`src/rtl/ov7670_pkg.sv`:
```
// Shared definitions for the OV7670 stream emulator.
//   state_t          : frame sequencing states
//   BAR_*            : RGB565 colour-bar constants, left to right
//   BYTES_PER_PIXEL  : RGB565 is carried as two bytes, high byte first
//   bar_color()      : bar index (0..7) to RGB565 colour
package ov7670_pkg;

  typedef enum logic [2:0] {
    IDLE   = 3'd0,
    VSYNC  = 3'd1,
    VBACK  = 3'd2,
    ACTIVE = 3'd3,
    VFRONT = 3'd4
  } state_t;

  localparam int BYTES_PER_PIXEL = 2;

  localparam logic [15:0] BAR_WHITE   = 16'hFFFF;
  localparam logic [15:0] BAR_YELLOW  = 16'hFFE0;
  localparam logic [15:0] BAR_CYAN    = 16'h07FF;
  localparam logic [15:0] BAR_GREEN   = 16'h07E0;
  localparam logic [15:0] BAR_MAGENTA = 16'hF81F;
  localparam logic [15:0] BAR_RED     = 16'hF800;
  localparam logic [15:0] BAR_BLUE    = 16'h001F;
  localparam logic [15:0] BAR_BLACK   = 16'h0000;

  function automatic logic [15:0] bar_color(input logic [2:0] idx);
    logic [15:0] c;
    case (idx)
      3'd0:    c = BAR_WHITE;
      3'd1:    c = BAR_YELLOW;
      3'd2:    c = BAR_CYAN;
      3'd3:    c = BAR_GREEN;
      3'd4:    c = BAR_MAGENTA;
      3'd5:    c = BAR_RED;
      3'd6:    c = BAR_BLUE;
      default: c = BAR_BLACK;
    endcase
    return c;
  endfunction

endpackage

```
`src/rtl/ov7670_line_timer.sv`:
```
// Horizontal/vertical position counters for the stream emulator.
//   clk, reset_n  : byte clock, async active-low reset
//   clear         : hold both counters at 0 (used while idle)
//   state_lines   : number of lines in the current state (>= 1 when used)
//   hc            : byte position within the line, 0..LINE_CYCLES-1
//   vc            : line index within the current state
//   line_end      : high on the last byte cycle of every line
//   state_end     : high on the last byte cycle of the state's last line
module ov7670_line_timer #(
  parameter int LINE_CYCLES = 1424,
  parameter int HW          = 11,
  parameter int VW          = 16
) (
  input  logic          clk,
  input  logic          reset_n,
  input  logic          clear,
  input  logic [VW-1:0] state_lines,
  output logic [HW-1:0] hc,
  output logic [VW-1:0] vc,
  output logic          line_end,
  output logic          state_end
);

  localparam logic [HW-1:0] HC_LAST = HW'(LINE_CYCLES - 1);

  assign line_end  = (hc == HC_LAST);
  assign state_end = line_end && (vc == state_lines - VW'(1));

  always_ff @(posedge clk or negedge reset_n) begin
    if (!reset_n) begin
      hc <= '0;
      vc <= '0;
    end else if (clear) begin
      hc <= '0;
      vc <= '0;
    end else if (line_end) begin
      hc <= '0;
      vc <= state_end ? '0 : vc + VW'(1);
    end else begin
      hc <= hc + HW'(1);
    end
  end

endmodule

```
`src/rtl/ov7670_stream_gen.sv`:
```
// OV7670 camera emulator: produces VSYNC/HREF/D[7:0] in RGB565, two bytes
// per pixel (high byte first), one byte per clk.
//   clk, reset_n  : byte clock (PCLK domain), async active-low reset
//   enable        : run request, sampled when idle and at each frame end
//   pattern_sel   : 0 = colour bars, 1 = {y,x} ramp; latched at frame start
//   vsync, href   : frame / line valid strobes, active high
//   d             : pixel byte, 0 whenever href is low
//   busy          : high from frame start until return to idle
//   frame_done    : one-cycle pulse on the last cycle of the front porch
// Build option OV7670_STREAM_GEN_FRAME_TAG_EN: a 16-bit frame counter
// replaces pixel 0 of active line 0 so dropped frames can be detected.
// Outputs are registered from the current state/counters, so they trail the
// state register by one cycle; every phase keeps its exact length.
module ov7670_stream_gen
  import ov7670_pkg::*;
#(
  parameter int H_ACTIVE    = 640,
  parameter int H_BLANK     = 144,
  parameter int V_ACTIVE    = 480,
  parameter int VSYNC_LINES = 3,
  parameter int V_BACK      = 17,
  parameter int V_FRONT     = 10
) (
  input  logic       clk,
  input  logic       reset_n,
  input  logic       enable,
  input  logic       pattern_sel,
  output logic       vsync,
  output logic       href,
  output logic [7:0] d,
  output logic       busy,
  output logic       frame_done
);

  localparam int LINE_CYCLES = BYTES_PER_PIXEL * H_ACTIVE + H_BLANK;
  localparam int HW          = $clog2(LINE_CYCLES);
  localparam int VW          = 16;
  localparam logic [HW-1:0] HREF_END = HW'(BYTES_PER_PIXEL * H_ACTIVE);
  localparam logic [15:0]   BAR_W    = 16'(H_ACTIVE / 8);

  state_t          state, state_nx;
  logic [HW-1:0]   hc;
  logic [VW-1:0]   vc;
  logic [VW-1:0]   state_lines;
  logic            line_end, state_end;
  logic            pat_q, load_pat, frame_end;
  logic            vsync_nx, href_nx, busy_nx;
  logic [7:0]      d_nx;
  logic [15:0]     x_pos, pat_pixel, pixel;
  logic [2:0]      bar_idx;

  ov7670_line_timer #(
    .LINE_CYCLES (LINE_CYCLES),
    .HW          (HW),
    .VW          (VW)
  ) u_timer (
    .clk         (clk),
    .reset_n     (reset_n),
    .clear       (state == IDLE),
    .state_lines (state_lines),
    .hc          (hc),
    .vc          (vc),
    .line_end    (line_end),
    .state_end   (state_end)
  );

  always_comb begin
    case (state)
      VSYNC:   state_lines = VW'(VSYNC_LINES);
      VBACK:   state_lines = VW'(V_BACK);
      ACTIVE:  state_lines = VW'(V_ACTIVE);
      VFRONT:  state_lines = VW'(V_FRONT);
      default: state_lines = VW'(1);
    endcase
  end

  always_ff @(posedge clk or negedge reset_n) begin
    if (!reset_n) state <= IDLE;
    else          state <= state_nx;
  end

  // Zero-line porches are skipped; with no front porch the frame ends on the
  // last active cycle.
  always_comb begin
    state_nx  = state;
    load_pat  = 1'b0;
    frame_end = 1'b0;
    case (state)
      IDLE: begin
        if (enable) begin
          state_nx = VSYNC;
          load_pat = 1'b1;
        end
      end
      VSYNC: begin
        if (line_end && state_end) state_nx = (V_BACK == 0) ? ACTIVE : VBACK;
      end
      VBACK: begin
        if (line_end && state_end) state_nx = ACTIVE;
      end
      ACTIVE: begin
        if (line_end && state_end) begin
          if (V_FRONT == 0) begin
            frame_end = 1'b1;
            load_pat  = enable;
            state_nx  = enable ? VSYNC : IDLE;
          end else begin
            state_nx = VFRONT;
          end
        end
      end
      VFRONT: begin
        if (line_end && state_end) begin
          frame_end = 1'b1;
          load_pat  = enable;
          state_nx  = enable ? VSYNC : IDLE;
        end
      end
      default: state_nx = IDLE;
    endcase
  end

  always_ff @(posedge clk or negedge reset_n) begin
    if (!reset_n)      pat_q <= 1'b0;
    else if (load_pat) pat_q <= pattern_sel;
  end

  assign x_pos     = 16'(hc >> 1);
  assign bar_idx   = 3'(x_pos / BAR_W);
  // Ramp is {y[7:0], x[7:0]}; the shift drops the upper line bits.
  assign pat_pixel = pat_q ? ((vc << 8) | (x_pos & 16'h00FF)) : bar_color(bar_idx);

`ifdef OV7670_STREAM_GEN_FRAME_TAG_EN
  logic [15:0] frame_cnt;

  always_ff @(posedge clk or negedge reset_n) begin
    if (!reset_n)       frame_cnt <= '0;
    else if (frame_end) frame_cnt <= frame_cnt + 16'd1;
  end

  assign pixel = (vc == '0 && hc < HW'(BYTES_PER_PIXEL)) ? frame_cnt : pat_pixel;
`else
  assign pixel = pat_pixel;
`endif

  always_comb begin
    vsync_nx = (state == VSYNC);
    busy_nx  = (state != IDLE);
    href_nx  = (state == ACTIVE) && (hc < HREF_END);
    d_nx     = 8'h00;
    if (href_nx) d_nx = hc[0] ? pixel[7:0] : pixel[15:8];
  end

  always_ff @(posedge clk or negedge reset_n) begin
    if (!reset_n) begin
      vsync      <= 1'b0;
      href       <= 1'b0;
      d          <= 8'h00;
      busy       <= 1'b0;
      frame_done <= 1'b0;
    end else begin
      vsync      <= vsync_nx;
      href       <= href_nx;
      d          <= d_nx;
      busy       <= busy_nx;
      frame_done <= frame_end;
    end
  end

endmodule

```
`config.mk`:
```
export PLATFORM = sky130hd
export DESIGN_NAME = ov7670_stream_gen
export DESIGN_NICKNAME = d
export VERILOG_FILES = /design/src/rtl/ov7670_pkg.sv /design/src/rtl/ov7670_line_timer.sv /design/src/rtl/ov7670_stream_gen.sv
export SDC_FILE = /design/constraint.sdc
export NUM_CORES = 1
export LEC_CHECK = 0
export CORE_MARGIN = 2
export CORE_UTILIZATION = 45
export DETAILED_ROUTE_END_ITERATION = 12
export SYNTH_ARGS = -nofsm -noshare
export SYNTH_HDL_FRONTEND = slang
export SYNTH_HIERARCHICAL = 1
export SYNTH_SLANG_ARGS = --single-unit
export TNS_END_PERCENT = 100
```
`constraint.sdc`:
```
create_clock -name clk -period 8.05 [get_ports clk]
set_input_delay 1.61 -clock clk [delete_from_list [all_inputs] [get_ports clk]]
set_output_delay 1.61 -clock clk [all_outputs]
set_load 0.01 [all_outputs]
```
==> results of run 1 <==
cell type report:
type,count,area share
Clock buffer,6,0.0243
Timing Repair Buffer,15,0.0427
Clock inverter,2,0.00478
Inverter,13,0.0143
Tap cell,77,0.0283
Sequential cell,43,0.316
Multi-Input combinational cell,310,0.569
placed cells by master (no fill, tap or decap), drive strengths merged, types with 5 or more instances in the layout:
cell type and n:
a21o 12, a21oi 16, and3 10, clkbuf 6, clkdlybuf4s50 14, conb 31, dfrtp 43, inv 13
mux2 5, nand2 29, nand2b 11, nand3 17, nor2 26, nor3 14, nor3b 8, nor4 9
o21ai 22, o22ai 6, o31ai 5, xnor2 15, xor2 14
stage by stage:
stage          hold slack [ns]  setup WS (ns)  utilization
3_5_place_dp             0.531           3.41        0.514
5_1_grt                  0.604           2.89        0.530
3_3_place_gp             0.528           3.58        0.514
2_1_floorplan            0.494           4.11            -
4_1_cts                  0.552           3.40        0.530
6_report                 0.555           3.43        0.530
worst paths after layout:
| kind | startpoint | to | slack [ns] | cells after the start |
|---|---|---|---|---|
| max | state[1] | pat_q | 3.43 | 11 |
| min | state[2] | state[1] | 0.55 | 1 |
| max reg2reg | state[1] | pat_q | 3.43 | 11 |
| min reg2reg | state[2] | state[1] | 0.55 | 1 |
| max in group asynchronous | reset_n | u_timer/hc[10] | 6.01 | 1 |
| min in group asynchronous | reset_n | href | 1.45 | 1 |
where the power goes:
group	total [uW]	switching [uW]	internal [uW]
clock	148	77.9	70.1
sequential	274	39.6	234
combinational	84.1	39.8	44.3
per-layer routing:
metal	track usage	routed length, um	up-vias
li1	-	-	1321
met1	0.301	3300	1257
met2	0.301	3000	59
met3	0.0375	289	7
met4	0.0519	70	0
met5	0	0	-
Yosys cell counts, drive strengths merged (4+ instances only):
cell	instances	share of area
nand4	4	0.010
dfrtp	43	0.36
xor2	14	0.041
nand3	17	0.028
nor2	26	0.032
nor3b	8	0.020
or2	4	0.0083
xnor2	15	0.043
a211o	4	0.012
nor2b	4	0.0083
a21o	12	0.030
nand3b	4	0.0099
nand2b	11	0.023
o21ai	22	0.036
or3	4	0.0083
clkbuf	11	0.014
nor3	14	0.023
o31ai	5	0.017
o22ai	6	0.012
nor4	9	0.021
a211oi	4	0.0099
a21oi	16	0.026
mux2	5	0.019
buf	5	0.011
nand2	29	0.036
and3	10	0.021
inv	13	0.016
registers in the layout (all words and copies together) (netlist names):
signal      cells
u_timer/vc     16
u_timer/hc     11
d               8
state           3
busy            1
frame_done      1
href            1
pat_q           1
vsync           1
kinds of logic after synthesis:
logic type,share of synthesized area
AO/OA/AOI/OAI,0.200
XOR/XNOR,0.0840
adder cells (fa/ha/maj),0.0161
buffers and inverters,0.0410
flip-flops,0.356
multiplexers,0.0286
other,0.00124
AND/OR/NAND/NOR,0.273
worst max-delay path: stages, from the launching register on:
cell and delay [ns]:
sky130_fd_sc_hd__dfrtp_1 0.48, sky130_fd_sc_hd__and3b_1 0.76, sky130_fd_sc_hd__nor2_1 0.23, sky130_fd_sc_hd__nor3_1 0.88, sky130_fd_sc_hd__nand2_1 0.16, sky130_fd_sc_hd__o311ai_0 0.38, sky130_fd_sc_hd__o22ai_1 0.22, sky130_fd_sc_hd__nor4_1 0.70
sky130_fd_sc_hd__nand2_1 0.19, sky130_fd_sc_hd__nand2_1 0.14, sky130_fd_sc_hd__nand3_1 0.10, sky130_fd_sc_hd__mux2_2 0.27
==> results.cfg, run 1 <==
[outcome]
run_status = finished, final reports clean

[sta]
worst_slew_pin_slew_ns = 1.01
maxSlewViolCount = 0
timing.clock.skew_ns = 0.00932
timing.final.crit_share = 0.574
grt_setup_unrepaired = no
period_minus_slack_ns = 4.62
setup_total_negative_slack_ns = 0
fmax_mhz = 216
timing.final.hold_violations = 0
setup_viol_count_final = 0
max_slew_margin = 0.319

[power]
leakagePower_uw = 0.00153
peakVddDrop_v = 0.0000856
power_density_nw_per_um2 = 149
totalPowerFinal_uw = 506

[setup_path]
kind_of_end_point_of_the_critical_path = flop
worst-endpoint-required_ns = 8.24
worstSetupStartpointType = flop
critPathKind = flop to flop
worstPathMaxFanout = 25
critPathArrivalTime_ns = 4.81

[worst_hold_path]
holdCritPathClass = flop to flop

[placed_design]
placedCellCount = 458
portBuffers = 15
post_detailed_placement_half_perimeter_wirelength_um = 4840
gpl.final_weighted_congestion = 0.824
placedInstanceArea_um2 = 3300

[cells_and_area]
num-fill-cells = 626
seqCellArea_um2 = 1080
final_layout_size_suffix_gt1_frac = 0.0617
antenna-diode-count = 0
final_cells = 466
syn2layout_area_growth_pct = 12.5
num-nets-final = 395
final_standard_cell_area_without_fillers_um2 = 3400
multiInputGateArea_um2 = 1940

[logic_synthesis]
syn-cell-area_um2 = 3020
synth.yosys.seq_area_share = 0.356
synth-edff-count = 0
synth_unique_cells = 63
share_of_flip_flops_with_an_asynchronous_set_or_reset_after_synthesis = 1.00
synth.ff_latch_count = 43
ys.flop_type = sky130_fd_sc_hd__dfrtp_1
syn_inst = 352
synth-warning-count = 6
post_synth.cell_area_avg_um2 = 8.59

[clocking]
post_cts.resized_instances = 0
tritoncts_clock_tree = done
ctsHtreeMaxLevel = 2
clkSinkCount = 43
cts.repair_timing.setup_buffer_count = 0
cts.path.max_buffers = 2
quantity_of_hold_fixing_buffers_added_after_cts = 0
cts_root_buf = sky130_fd_sc_hd__clkbuf_8
worst_skew_pair.late_latency_ns = 0.30
number_of_buffers_created_by_cts = 5
cts.clk_slew.worst_paths_ns = 0.08

[floorplanning]
rows = 29
die_area_um2 = 7390
placeableCoreArea_um2 = 6420
initial_utilization = 0.471
die_height_um = 86.0
design.portCount = 16
die_width_um = 86.0

[routing]
drt_pre_antenna_iters = 4
route.detailed.vias_per_inst = 5.67
post_route_antenna_net_violation_count = 0
via_count = 2644
first_iter_violations = 202
drc = 0
total_wirelength_um = 6660
drt-wirelength-per-cell_um = 14.3

[global_routing]
grt_pass1_wl_um = 12000
gr-usage-all-layers = 0.202
initial_antenna_violation_count = 0
grt_overflow = 0
grt_max_degree = 44
via_count_of_the_first_global_routing_pass = 2447

[flow_run]
drv.max_cap_violation_count = 0
(Power assumes the default switching activity.)
==> run 2, diff against run 1 <==
==> constraint.sdc (replaced) <==
create_clock -name clk -period 4.5 [get_ports clk]
set_input_delay 0.9 -clock clk [delete_from_list [all_inputs] [get_ports clk]]
set_output_delay 0.9 -clock clk [all_outputs]
set_load 0.01 [all_outputs]
==> run 2 against run 1 <==
Net effect: combinational power grew 81%; sequential share of layout area decreased by 0.21 points; critical endpoint unchanged; hold slack worse by 0.014 ns; non-clock buffer count grew 3; largest power group unchanged; global-route usage rose by 0.11 points; clock-buffer cell count unchanged; sequential power grew 80%; register-to-register slack worse by 3.0 ns; die area stayed put; via count fell by 0.61%; power grew 81%; clock skew decreased by 0.0024 ns.
==> results.cfg, run 2 (synthesis results as in run 1) <==
[outcome]
run_status = finished, final reports clean

[routing]
met1_length_um = 3390
met3_wirelength_um = 296
drt_pre_antenna_iters = 4
via_count = 2628
first_iter_violations = 187
drc = 0
top_layer = met4
met2_wirelength_um = 3140
post_route_antenna_net_violation_count = 0
drt-wirelength-per-cell_um = 14.7
route.detailed.vias_per_inst = 5.60
total_wirelength_um = 6900

[global_routing]
via_count_of_the_first_global_routing_pass = 2544
grt_pass1_wl_um = 12000
gr-usage-all-layers = 0.203
grt_overflow = 0
grt_max_degree = 44
initial_antenna_violation_count = 0

[sta]
setup_viol_count_final = 0
setup_total_negative_slack_ns = 0
timing.final.crit_share = 0.897
timing.clock.skew_ns = 0.00692
timing.final.hold_violations = 0
maxSlewViolCount = 0
max_slew_margin = 0.355
grt_setup_unrepaired = no
fmax_mhz = 248
period_minus_slack_ns = 4.04
worst_slew_pin_slew_ns = 0.968

[floorplanning]
die_area_um2 = 7390
die_width_um = 86.0
placeableCoreArea_um2 = 6420
design.portCount = 16
initial_utilization = 0.471
rows = 29
die_height_um = 86.0

[cells_and_area]
largest_register_ffs = 16
num-nets-final = 398
most_used_cells_in_the_layout_excluding_fill_and_tap_cells = 43 x sky130_fd_sc_hd__dfrtp_1, 31 x sky130_fd_sc_hd__conb_1, 29 x sky130_fd_sc_hd__nand2_1
antenna-diode-count = 0
final_standard_cell_area_without_fillers_um2 = 3420
registers.top_by_ff_count = u_timer/vc
layout_commonest_cell = sky130_fd_sc_hd__dfrtp_1
largest_registers_ranked_by_flip_flop_count = u_timer/vc x16, u_timer/hc x11, d x8
syn2layout_area_growth_pct = 13.2
final_layout_size_suffix_gt1_frac = 0.0689

[setup_path]
worst-endpoint-required_ns = 4.69
worstPathMaxFanout = 11
kind_of_end_point_of_the_critical_path = flop
critPathKind = flop to flop
critPathArrivalTime_ns = 4.23
worstSetupStartpointType = flop

[clocking]
cts_root_buf = sky130_fd_sc_hd__clkbuf_8
cts.clk_slew.worst_paths_ns = 0.09
ctsHtreeMaxLevel = 2
cts.repair_timing.setup_buffer_count = 0
worst_skew_pair.late_latency_ns = 0.30
tritoncts_clock_tree = done
clkSinkCount = 43
cts.path.max_buffers = 2
post_cts.resized_instances = 0
number_of_buffers_created_by_cts = 5
quantity_of_hold_fixing_buffers_added_after_cts = 0

[worst_hold_path]
holdCritPathClass = flop to flop

[placed_design]
portBuffers = 15
gpl.final_weighted_congestion = 0.869
placedInstanceArea_um2 = 3320
post_detailed_placement_half_perimeter_wirelength_um = 4940

[power]
peakVddDrop_v = 0.000135
leakagePower_uw = 0.00154
power_density_nw_per_um2 = 267

[flow_run]
drv.max_cap_violation_count = 0
[run 2: changes by cell type in the layout (fill, tap and decap cells not counted)]
cell	change
sky130_fd_sc_hd__buf_4	+3
[run 2: per-stage QoR]
step	worst slack (ns)	hold slack, ns	std cells	power [uW]	util
after floorplan	0.561	0.494	382	602	-
after global placement	0.692	0.525	461	647	0.518
after detailed placement	0.491	0.526	461	650	0.518
after CTS	0.479	0.547	469	926	0.533
after global routing	0.0779	0.584	469	975	0.533
final	0.465	0.540	469	915	0.533
[run 2: critical path, cell delays in order, from the launching register on]
cell	delay, ns
sky130_fd_sc_hd__dfrtp_1	0.49
sky130_fd_sc_hd__nor2_1	0.11
sky130_fd_sc_hd__nand2_1	0.10
sky130_fd_sc_hd__inv_1	0.14
sky130_fd_sc_hd__or2_2	0.36
sky130_fd_sc_hd__inv_1	0.06
sky130_fd_sc_hd__ha_1	0.21
sky130_fd_sc_hd__or4bb_1	0.49
sky130_fd_sc_hd__a211o_1	0.35
sky130_fd_sc_hd__a2111oi_0	0.39
sky130_fd_sc_hd__nand2_1	0.09
sky130_fd_sc_hd__nor4_1	0.49
sky130_fd_sc_hd__nand2_1	0.16
sky130_fd_sc_hd__nand2_1	0.13
sky130_fd_sc_hd__nand3_1	0.09
sky130_fd_sc_hd__mux2_2	0.27
[run 2: cell type report]
cell class	instances	area [um^2]
Clock inverter	2	16.3
Timing Repair Buffer	18	168
Clock buffer	6	82.6
Sequential cell	43	1080
Tap cell	77	96.3
Inverter	13	48.8
Multi-Input combinational cell	310	1940
Fill cell	597	3000
[run 2: layer usage]
| metal | vias up | track usage |
|---|---|---|
| met2 | 54 | 0.322 |
| met4 | 0 | 0.0563 |
| met5 | - | 0 |
| li1 | 1323 | - |
| met1 | 1244 | 0.288 |
| met3 | 7 | 0.0318 |
[run 2: worst paths after layout]
path                           startpoint  cells past startpoint  slack (ns)        endpoint
min                        u_timer/vc[15]                      1        0.54  u_timer/vc[15]
max reg2reg                      state[1]                     15        0.46           pat_q
max                              state[1]                     15        0.46           pat_q
max in group asynchronous         reset_n                      1        3.15  u_timer/vc[15]
min in group asynchronous         reset_n                      1        0.74            href
min reg2reg                u_timer/vc[15]                      1        0.54  u_timer/vc[15]
[run 2: power breakdown]
part,internal (uW),switching (uW)
Sequential,419,74.6
Combinational,79.3,72.2
Clock,126,145
Total,624,292
==> run 3, diff against run 2 <==
--- a/config.mk
+++ b/config.mk
@@ -8,6 +8,7 @@
 export CORE_MARGIN = 2
 export CORE_UTILIZATION = 45
 export DETAILED_ROUTE_END_ITERATION = 12
+export PLACE_DENSITY = 0.65
 export SYNTH_ARGS = -nofsm -noshare
 export SYNTH_HDL_FRONTEND = slang
 export SYNTH_HIERARCHICAL = 1
==> constraint.sdc (replaced) <==
create_clock -name clk -period 3.4 [get_ports clk]
set_input_delay 0.68 -clock clk [delete_from_list [all_inputs] [get_ports clk]]
set_output_delay 0.68 -clock clk [all_outputs]
set_load 0.01 [all_outputs]
==> run 3 against run 2 <==
Net effect: power grew 30%; setup slack lost 0.32 ns; utilization grew 4.1 points; clock skew grew 0.00053 ns; sequential share of layout area shrank 2.2 points; via count grew 4.5%; hold slack lost 0.020 ns; largest cell class unchanged.
==> results.cfg, run 3 (synthesis results as in run 1) <==
[cells_and_area]
multiInputGateArea_um2 = 1990
registers.top_by_ff_count = u_timer/vc
most_used_cells_in_the_layout_excluding_fill_and_tap_cells = 42 x sky130_fd_sc_hd__dfrtp_1, 31 x sky130_fd_sc_hd__conb_1, 29 x sky130_fd_sc_hd__nand2_1
syn2layout_area_growth_pct = 21.9
num-fill-cells = 601
seqCellArea_um2 = 1080
largest_registers_ranked_by_flip_flop_count = u_timer/vc x16, u_timer/hc x11, d x8
final_cells = 491
largest_register_ffs = 16
antenna-diode-count = 0
final_layout_size_suffix_gt1_frac = 0.147
num-nets-final = 420
layout_commonest_cell = sky130_fd_sc_hd__dfrtp_1
final_standard_cell_area_without_fillers_um2 = 3690

[routing]
via_count = 2747
first_iter_violations = 141
route.detailed.vias_per_inst = 5.59
drt_pre_antenna_iters = 4
post_route_antenna_net_violation_count = 0
drt-wirelength-per-cell_um = 14.7
drc = 0
total_wirelength_um = 7230

[clocking]
tritoncts_clock_tree = done
cts.path.max_buffers = 2
cts_root_buf = sky130_fd_sc_hd__clkbuf_8
quantity_of_hold_fixing_buffers_added_after_cts = 0
worst_skew_pair.late_latency_ns = 0.29
ctsHtreeMaxLevel = 2
number_of_buffers_created_by_cts = 5
cts.clk_slew.worst_paths_ns = 0.08
clkSinkCount = 43

[setup_path]
crit_path_capture = pat_q
reg_to_reg_end = pat_q
worstPathMaxFanout = 13
worstSetupStartpointType = flop
worst-endpoint-required_ns = 3.58
reg2reg_depth = 14
critPathKind = flop to flop
kind_of_end_point_of_the_critical_path = flop
timing.critical_path.from = state[0]
critPathArrivalTime_ns = 3.44
reg2reg_setup_slack_ns = 0.14
worst_reg2reg_startpoint = state[0]

[sta]
timing.clock.skew_ns = 0.00746
worst_slew_pin_slew_ns = 0.974
fmax_mhz = 307
setup_total_negative_slack_ns = 0
timing.final.crit_share = 0.958
max_slew_margin = 0.350
maxSlewViolCount = 0
timing.final.hold_violations = 0
worst_hold_slack_ns = 0.521
period_minus_slack_ns = 3.26
setup_viol_count_final = 0

[power]
totalPowerFinal_uw = 1190
power_density_nw_per_um2 = 323
leakagePower_uw = 0.00167
peakVddDrop_v = 0.000181

[placed_design]
placedCellCount = 477
portBuffers = 15
post_detailed_placement_half_perimeter_wirelength_um = 5130
gpl.final_weighted_congestion = 0.883
placedInstanceArea_um2 = 3480

[floorplanning]
die_width_um = 86.0
placeableCoreArea_um2 = 6420
die_area_um2 = 7390
design.portCount = 16
initial_utilization = 0.471
rows = 29
die_height_um = 86.0

[worst_hold_path]
holdCritPathClass = flop to flop

[global_routing]
grt_max_degree = 44
gr-usage-all-layers = 0.202
via_count_of_the_first_global_routing_pass = 2528
grt_overflow = 0
grt_pass1_wl_um = 12000
initial_antenna_violation_count = 0

[outcome]
run_status = finished, final reports clean

[flow_run]
drv.max_cap_violation_count = 0
==> run 3: changes by cell type in the layout (fill, tap and decap cells not counted), sizes merged <==
cell / change
buf: +20
clkinvlp: +1
clkbuf: +1
==> run 3: cell type report <==
| cell class | count | share of cell area |
|---|---|---|
| clock buffer | 5 | 0.0187 |
| clock inverter | 3 | 0.00543 |
| inverter | 13 | 0.0132 |
| multi-input combinational | 310 | 0.540 |
| sequential | 43 | 0.292 |
| tap | 77 | 0.0261 |
| timing repair buffer | 40 | 0.104 |
==> run 3: critical path, stage by stage, from the launching register on <==
cell	delay (ns)
sky130_fd_sc_hd__dfrtp_1	0.42
sky130_fd_sc_hd__buf_4	0.15
sky130_fd_sc_hd__buf_4	0.14
sky130_fd_sc_hd__and3b_4	0.19
sky130_fd_sc_hd__buf_4	0.19
sky130_fd_sc_hd__buf_4	0.18
sky130_fd_sc_hd__or2_2	0.27
sky130_fd_sc_hd__a221o_1	0.32
sky130_fd_sc_hd__o311ai_0	0.10
sky130_fd_sc_hd__o22ai_1	0.25
sky130_fd_sc_hd__nor4_2	0.35
sky130_fd_sc_hd__nand2_1	0.12
sky130_fd_sc_hd__nand2_1	0.10
sky130_fd_sc_hd__nand3_1	0.09
sky130_fd_sc_hd__mux2_2	0.28
==> run 3: metrics by stage <==
stage / worst slack, ns / util
finish: 0.143 / 0.574
detailed placement: 0.0525 / 0.542
CTS: 0.0225 / 0.556
global placement: 0.0988 / 0.542
floorplan: 0.0463 / -
global route: -0.0113 / 0.574
==> run 3: routing by layer <==
metal / wire (um) / global-route usage / up-vias
met2: 3540 / 0.345 / 59
met4: 125 / 0.0649 / 0
met1: 3340 / 0.268 / 1304
li1: - / - / 1372
met5: 0 / 0 / -
met3: 225 / 0.0202 / 12
==> run 3: power breakdown <==
group	total (uW)	switching, uW	internal (uW)
clock	323	180	143
combinational	257	137	120
sequential	610	54.6	555
total	1190	371	818
==> run 3: how the worst min path moves through the flow <==
stage              from  cells after the start        to
2_1_floorplan   reset_n                      0      busy
3_3_place_gp   state[1]                      1     vsync
3_5_place_dp   state[1]                      1     vsync
4_1_cts        state[1]                      1     vsync
5_1_grt        state[2]                      1  state[1]
6_report       state[2]                      1  state[1]
==> run 3: what timing repair did <==
action	in CTS	in global routing
setup endpoints to repair	0	14
buffers inserted	0	4
resized for setup	0	9
